===== src/rtl/axis_block_bridge_if.sv =====
// axis_block_bridge_if: byte and block stream signals for the packer and unpacker paths.
// slave is the bridge's view, master the view of whatever drives and consumes it.
interface axis_block_bridge_if #(
    parameter int BLOCK_BYTES = 12
);
    logic [7:0]               s_byte_tdata;
    logic                     s_byte_tvalid;
    logic                     s_byte_tready;
    logic [8*BLOCK_BYTES-1:0] m_block_tdata;
    logic                     m_block_tvalid;
    logic                     m_block_tready;
    logic                     m_block_tpad;
    logic [8*BLOCK_BYTES-1:0] s_block_tdata;
    logic                     s_block_tvalid;
    logic                     s_block_tready;
    logic [7:0]               m_byte_tdata;
    logic                     m_byte_tvalid;
    logic                     m_byte_tready;
    logic                     m_byte_tlast;

    modport slave (
        input  s_byte_tdata, s_byte_tvalid, m_block_tready, s_block_tdata, s_block_tvalid, m_byte_tready,
        output s_byte_tready, m_block_tdata, m_block_tvalid, m_block_tpad, s_block_tready,
        output m_byte_tdata, m_byte_tvalid, m_byte_tlast
    );

    modport master (
        output s_byte_tdata, s_byte_tvalid, m_block_tready, s_block_tdata, s_block_tvalid, m_byte_tready,
        input  s_byte_tready, m_block_tdata, m_block_tvalid, m_block_tpad, s_block_tready,
        input  m_byte_tdata, m_byte_tvalid, m_byte_tlast
    );
endinterface


===== src/rtl/axis_block_bridge.sv =====
// axis_block_bridge: byte-to-block packer with optional pad-flush on idle timeout,
// plus an independent block-to-byte unpacker sharing only clock and reset.
module axis_block_bridge #(
    parameter int         BLOCK_BYTES = 12,
    parameter int         MSB_FIRST   = 1,
    parameter int         TIMEOUT     = 0,
    parameter logic [7:0] PAD_BYTE    = 8'h00
) (
    input  logic               clk,
    input  logic               rst_n,
    axis_block_bridge_if.slave bus
);
    localparam int W  = 8 * BLOCK_BYTES;
    localparam int CW = $clog2(BLOCK_BYTES);
    localparam int LW = $clog2(W);
    localparam int IW = TIMEOUT > 0 ? $clog2(TIMEOUT + 1) : 1;
    localparam logic [CW-1:0] LAST = CW'(BLOCK_BYTES - 1);

    function automatic logic [LW-1:0] lane(input int k);
        return LW'(MSB_FIRST != 0 ? 8 * (BLOCK_BYTES - 1 - k) : 8 * k);
    endfunction

    typedef enum logic {IDLE, SEND} state_t;

    logic          en_q;
    logic [W-1:0]  asm_q, asm_d, out_q, out_d, asm_w, asm_pad;
    logic [CW-1:0] cnt_q, cnt_d;
    logic [IW-1:0] idle_q, idle_d;
    logic          flush_q, flush_d, vld_q, vld_d, pad_q, pad_d;
    logic          acc, out_free, flush_go;
    state_t        st_q, st_d;
    logic [W-1:0]  blk_q, blk_d;
    logic [CW-1:0] idx_q, idx_d;
    logic          brdy_q, brdy_d;

    // en_q keeps both readies low until the first edge after reset release
    assign bus.s_byte_tready  = en_q && !flush_q && !(cnt_q == LAST && vld_q);
    assign acc                = bus.s_byte_tvalid && bus.s_byte_tready;
    assign out_free           = !vld_q || bus.m_block_tready;
    assign flush_go           = flush_q && out_free;
    assign bus.m_block_tdata  = out_q;
    assign bus.m_block_tvalid = vld_q;
    assign bus.m_block_tpad   = vld_q && pad_q;

    always_comb begin
        asm_w = asm_q;
        asm_w[lane(int'(cnt_q)) +: 8] = bus.s_byte_tdata;
        asm_pad = asm_q;
        for (int k = 0; k < BLOCK_BYTES; k++)
            if (k >= int'(cnt_q)) asm_pad[lane(k) +: 8] = PAD_BYTE;
        asm_d   = asm_q;
        cnt_d   = cnt_q;
        out_d   = out_q;
        pad_d   = pad_q;
        vld_d   = vld_q && !bus.m_block_tready;
        idle_d  = idle_q;
        flush_d = flush_q;
        if (flush_go) begin
            out_d   = asm_pad;
            vld_d   = 1'b1;
            pad_d   = 1'b1;
            asm_d   = '0;
            cnt_d   = '0;
            idle_d  = '0;
            flush_d = 1'b0;
        end else if (acc) begin
            idle_d = '0;
            asm_d  = cnt_q == LAST ? '0 : asm_w;
            cnt_d  = cnt_q == LAST ? '0 : cnt_q + 1'b1;
            if (cnt_q == LAST) begin
                out_d = asm_w;
                vld_d = 1'b1;
                pad_d = 1'b0;
            end
        end else if (TIMEOUT > 0 && cnt_q != '0 && !flush_q) begin
            idle_d  = idle_q + 1'b1;
            flush_d = idle_d == IW'(TIMEOUT);
        end
    end

    assign bus.s_block_tready = brdy_q;
    assign bus.m_byte_tvalid  = st_q == SEND;
    assign bus.m_byte_tlast   = st_q == SEND && idx_q == LAST;
    assign bus.m_byte_tdata   = blk_q[lane(int'(idx_q)) +: 8];

    always_comb begin
        st_d  = st_q;
        blk_d = blk_q;
        idx_d = idx_q;
        if (st_q == IDLE && bus.s_block_tvalid && brdy_q) begin
            st_d  = SEND;
            blk_d = bus.s_block_tdata;
            idx_d = '0;
        end else if (st_q == SEND && bus.m_byte_tready) begin
            st_d  = idx_q == LAST ? IDLE : SEND;
            idx_d = idx_q == LAST ? '0 : idx_q + 1'b1;
        end
        brdy_d = st_d == IDLE;
    end

    always_ff @(posedge clk or negedge rst_n) begin
        if (!rst_n) begin
            en_q    <= 1'b0;
            asm_q   <= '0;
            cnt_q   <= '0;
            out_q   <= '0;
            vld_q   <= 1'b0;
            pad_q   <= 1'b0;
            idle_q  <= '0;
            flush_q <= 1'b0;
            st_q    <= IDLE;
            blk_q   <= '0;
            idx_q   <= '0;
            brdy_q  <= 1'b0;
        end else begin
            en_q    <= 1'b1;
            asm_q   <= asm_d;
            cnt_q   <= cnt_d;
            out_q   <= out_d;
            vld_q   <= vld_d;
            pad_q   <= pad_d;
            idle_q  <= idle_d;
            flush_q <= flush_d;
            st_q    <= st_d;
            blk_q   <= blk_d;
            idx_q   <= idx_d;
            brdy_q  <= brdy_d;
        end
    end
endmodule


===== src/flat_wrapper.sv =====
// flat-port wrapper written by rule: the top's interface ports become plain ports
module axis_block_bridge_flat 
#(
    parameter int         BLOCK_BYTES = 12,
    parameter int         MSB_FIRST   = 1,
    parameter int         TIMEOUT     = 0,
    parameter logic [7:0] PAD_BYTE    = 8'h00
)
  (clk, rst_n, bus_s_byte_tdata, bus_s_byte_tvalid, bus_m_block_tready, bus_s_block_tdata, bus_s_block_tvalid, bus_m_byte_tready, bus_s_byte_tready, bus_m_block_tdata, bus_m_block_tvalid, bus_m_block_tpad, bus_s_block_tready, bus_m_byte_tdata, bus_m_byte_tvalid, bus_m_byte_tlast);
  axis_block_bridge_if #(.BLOCK_BYTES(BLOCK_BYTES)) bus_i ();
  input  logic clk;
  input  logic rst_n;
  input wire logic [$bits(bus_i.s_byte_tdata)-1:0] bus_s_byte_tdata;
  input wire logic [$bits(bus_i.s_byte_tvalid)-1:0] bus_s_byte_tvalid;
  input wire logic [$bits(bus_i.m_block_tready)-1:0] bus_m_block_tready;
  input wire logic [$bits(bus_i.s_block_tdata)-1:0] bus_s_block_tdata;
  input wire logic [$bits(bus_i.s_block_tvalid)-1:0] bus_s_block_tvalid;
  input wire logic [$bits(bus_i.m_byte_tready)-1:0] bus_m_byte_tready;
  output wire logic [$bits(bus_i.s_byte_tready)-1:0] bus_s_byte_tready;
  output wire logic [$bits(bus_i.m_block_tdata)-1:0] bus_m_block_tdata;
  output wire logic [$bits(bus_i.m_block_tvalid)-1:0] bus_m_block_tvalid;
  output wire logic [$bits(bus_i.m_block_tpad)-1:0] bus_m_block_tpad;
  output wire logic [$bits(bus_i.s_block_tready)-1:0] bus_s_block_tready;
  output wire logic [$bits(bus_i.m_byte_tdata)-1:0] bus_m_byte_tdata;
  output wire logic [$bits(bus_i.m_byte_tvalid)-1:0] bus_m_byte_tvalid;
  output wire logic [$bits(bus_i.m_byte_tlast)-1:0] bus_m_byte_tlast;
  assign bus_i.s_byte_tdata = bus_s_byte_tdata;
  assign bus_i.s_byte_tvalid = bus_s_byte_tvalid;
  assign bus_i.m_block_tready = bus_m_block_tready;
  assign bus_i.s_block_tdata = bus_s_block_tdata;
  assign bus_i.s_block_tvalid = bus_s_block_tvalid;
  assign bus_i.m_byte_tready = bus_m_byte_tready;
  assign bus_s_byte_tready = bus_i.s_byte_tready;
  assign bus_m_block_tdata = bus_i.m_block_tdata;
  assign bus_m_block_tvalid = bus_i.m_block_tvalid;
  assign bus_m_block_tpad = bus_i.m_block_tpad;
  assign bus_s_block_tready = bus_i.s_block_tready;
  assign bus_m_byte_tdata = bus_i.m_byte_tdata;
  assign bus_m_byte_tvalid = bus_i.m_byte_tvalid;
  assign bus_m_byte_tlast = bus_i.m_byte_tlast;
  axis_block_bridge #(.BLOCK_BYTES(BLOCK_BYTES), .MSB_FIRST(MSB_FIRST), .TIMEOUT(TIMEOUT), .PAD_BYTE(PAD_BYTE)) u_core (.clk(clk), .rst_n(rst_n), .bus(bus_i));
endmodule

===== config.mk =====
export PLATFORM = sky130hd
export DESIGN_NAME = axis_block_bridge_flat
export DESIGN_NICKNAME = d
export VERILOG_FILES = /design/src/rtl/axis_block_bridge_if.sv /design/src/rtl/axis_block_bridge.sv /design/src/flat_wrapper.sv
export SDC_FILE = /design/constraint.sdc
export NUM_CORES = 1
export LEC_CHECK = 0
export ABC_AREA = 1
export ABC_CLOCK_PERIOD_IN_PS = 2900
export BUFFER_PORTS_ARGS = -buffer_cell sky130_fd_sc_hd__buf_2
export CORE_ASPECT_RATIO = 0.7
export CORE_MARGIN = 2
export CORE_UTILIZATION = 57
export DETAILED_ROUTE_END_ITERATION = 16
export PLACE_DENSITY_LB_ADDON = 0.3
export SLEW_MARGIN = 30
export SYNTH_ARGS = -nofsm -noshare
export SYNTH_HDL_FRONTEND = slang
export SYNTH_SLANG_ARGS = --single-unit
export TNS_END_PERCENT = 1

===== constraint.sdc =====
create_clock -name clk -period 2.9 [get_ports clk]
set_clock_uncertainty 0.1 [all_clocks]
set_input_delay 0.145 -clock clk [delete_from_list [all_inputs] [get_ports clk]]
set_output_delay 0.145 -clock clk [all_outputs]
set_load 0.05 [all_outputs]

==> summary.txt <==
Global route
  • Vias in the first global route: 12300
  • Overall routing resource usage: 32.83%
  • Initial antenna violation count: 1
  • Global-route wire length before repair: 66.11 mm
  • Largest net degree at the start of global routing: 78
  • Gr ovfl total: 0

Yosys
  • Simple-Gate Fraction of Synth Area: 26.33%
  • Syn Inst Count: 1607
  • Synth Warn #: 0
  • EDFF count, synth: 0
  • Post-Synth Adder-Cell Area: 0.5396%
  • Count leader, synth: nand2_1
  • Sequential fraction of the synthesis area: 53.96%
  • Post-synthesis async set-or-reset flop share: 100.0%
  • Post-synth top cells: nand2_1 (498), dfrtp_1 (300), nand3_1 (228), inv_1 (122), mux2_2 (96)
  • Cell accounting for the most synthesized area: dfrtp_1
  • Post-synth top area share: 53.96%
  • Synth Register Bits: 300
  • Synth Cell Area: 0.01391 mm²
  • Distinct cells, synth: 29
  • Mux cell area share after synthesis: 7.770%
  • Largest family of logic cells by synthesized area: simple AND/OR/NAND/NOR gates
  • Syn avg cell area: 8.657 µm²
  • Main synth FF type: dfrtp_1
  • Largest cells by area after synthesis: dfrtp_1 (54%), nand2_1 (13%), nand3_1 (8.2%), mux2_2 (7.8%), inv_1 (3.3%)
  • Synth Area in XOR/XNOR: 0.1259%
  • Syn Nets: 1723
  • Compound-Gate Fraction of Synth Area: 4.902%

Drt
  • Via count: 12810
  • Vias per inst: 5.667
  • # DRC: 0
  • Post-detailed-route wirelength per cell: 18.38 µm
  • DRT Pass-1 Iters: 6
  • Antenna-violating nets left: 0
  • Initial detailed-routing violation count: 1431
  • Post-Route WL: 41.56 mm

Worst setup path
  • Critical path class: register to output port
  • Delay-heaviest family, CP: buffers and inverters
  • Slowest CP cell: dfrtp_1
  • Critical Path End Type: output port
  • CP startpoint kind: register
  • CP required: 2650 ps
  • Buf/Inv on CP: 2
  • Crit path largest cell delay: 620 ps
  • Worst-path cell chain: buf_4 -> o21ai_0 -> o211ai_1 -> nand3_1 -> nand2_1 -> buf_2
  • WP data arrival: 2540 ps
  • Crit path max fanout: 28

STA
  • Max transition margin: 55.11%
  • Final Setup Violations: 0
  • Final hold vios: 0
  • Peak Freq: 0.3585 GHz
  • Final period utilization: 96.18%
  • Setup TNS Final: 0 ps
  • Fin. max-slew vios: 0
  • Worst Tran Pin Value: 670.9 ps
  • Fin crit period: 2789 ps
  • RSZ-0062 raised after global routing: no

Layout
  • Fin util: 73.30%
  • Area growth, synth to finish: 25.49%
  • Fraction of layout cells with a size suffix above 1: 20.96%
  • Final #Nets: 2036
  • Final instance count without filler cells: 2261

Clocking
  • # H-tree levels: 1
  • Num CTS Buffers: 28
  • Clock Path Buffers: 3
  • Clock Pin Slew Worst Setup and Hold Paths: 70 ps
  • Number of clock sinks: 300
  • Setup bufs post-CTS: 0
  • Clk Latency, worst-skew pair: 550 ps
  • CTS tree: yes
  • Root Driver: clkbuf_16

Worst hold path
  • Hold Crit Class: input pin to asynchronous set/reset pin

Pwr
  • Power Density: 1170 mW/mm²
  • Overall power: 20.42 mW
  • Leakage: 9.285 nW
  • Worst-case vdd ir drop: 0.6649 mV

Run
  • Total of max-cap violations: 0

Die
  • Core area: 0.02382 mm²
  • Starting Density: 58.41%
  • Die Width: 190.7 µm
  • Die Span Y: 134.7 µm
  • Row cnt: 47
  • Top-Level Pins: 220
  • Die area: 0.02569 mm²

Placed design
  • HPWL Detailed: 26.20 mm
  • Routability Congestion: 0.9203
  • Placed Cells: 2093
  • I/O Buffers: 218

Run status
  • Status: completed
power by group:
part	internal [mW]	switching, mW
clock network	2.06	1.62
logic	2.91	6.78
registers	5.99	1.06
layer usage:
metal  track usage (%)  wire length [µm]
met1             47.84             17900
met2             49.25             18290
met3             7.978              4005
met4             9.561              1364
met5                 0                 0
state kept, by name (all words and copies together) (netlist names):
register and cells:
u_core.en_q 1, u_core.blk_q 96, u_core.bus.m_block_tvalid 1, u_core.bus.m_byte_tvalid 1, u_core.bus.s_block_tready 1, u_core.bus.m_block_tdata 96
u_core.idx_q 4, u_core.asm_q 96, u_core.cnt_q 4
final timing paths:
kind                                     from                           end  slack [ps]  cells past startpoint
setup / recovery              u_core.idx_q[1]           bus_m_byte_tdata[2]         110                      6
min in group clk           bus_m_block_tready     u_core.bus.m_block_tvalid         240                      3
setup reg to reg              u_core.cnt_q[0]              u_core.asm_q[32]         250                      8
hold reg to reg               u_core.asm_q[7]               u_core.asm_q[7]         370                      2
max in group asynchronous               rst_n   u_core.bus.m_block_tdata[3]        1700                      3
hold / removal                          rst_n  u_core.bus.m_block_tdata[26]          90                      2
final cells by class:
type	count	area, µm²
multi-input combinational	1090	5565
timing repair buffer	369	2585
clock buffer	44	832.0
fill	1774	6359
tap	318	397.9
antenna	1	2.502
clock inverter	8	71.32
inverter	131	496.7
sequential	300	7507
logic make-up (layout without fill, tap and decap cells):
family                     after synthesis  count (layout)
other                                    2               3
xor gates and xnor gates                 2               2
buffers and inverters                  217             552
adders and majority gates                6               6
and+or+nand+nor                        859             859
DFF                                    300             300
muxes                                   96              96
AOI/OAI and AO/OA                      125             125
placed cells by master, fill, tap and decap left out, types with 2 or more instances in the layout:
cell type	instances
conb_1	2
clkinv_2	6
clkbuf_1	10
nor2_1	74
nand4_1	36
nand2_1	497
nand3b_1	8
o21ai_0	76
clkbuf_16	29
inv_2	5
a21oi_1	3
xor2_1	2
buf_4	31
clkbuf_8	5
clkinv_1	2
clkinvlp_4	2
nand3_1	227
o211ai_1	17
buf_12	5
inv_1	122
ha_1	6
dfrtp_1	300
dlygate4sd3_1	115
o21ai_1	19
o22ai_1	9
nor2_4	3
buf_2	217
nor3_1	8
mux2_2	96
timing repair:
item,in CTS,in global routing
gates resized for setup,3,2
endpoints found under the setup margin,8,10
hold buffers,115,0
hold endpoints to repair,240,0
pin swaps,0,0
stage by stage:
| step | worst slack [ps] | hold slack (ps) | instance area [µm²] |
|---|---|---|---|
| 3_5_place_dp | 278.9 | 81.34 | 15380 |
| 6_report | 110.8 | 89.08 | 17460 |
| 3_3_place_gp | 322.9 | 86.24 | 15380 |
| 5_1_grt | 20.96 | 155.5 | 17460 |
| 4_1_cts | 160.2 | 107.4 | 17450 |
| 2_1_floorplan | 280.8 | -250.6 | 13910 |
Power figures use the tool's default switching activity.
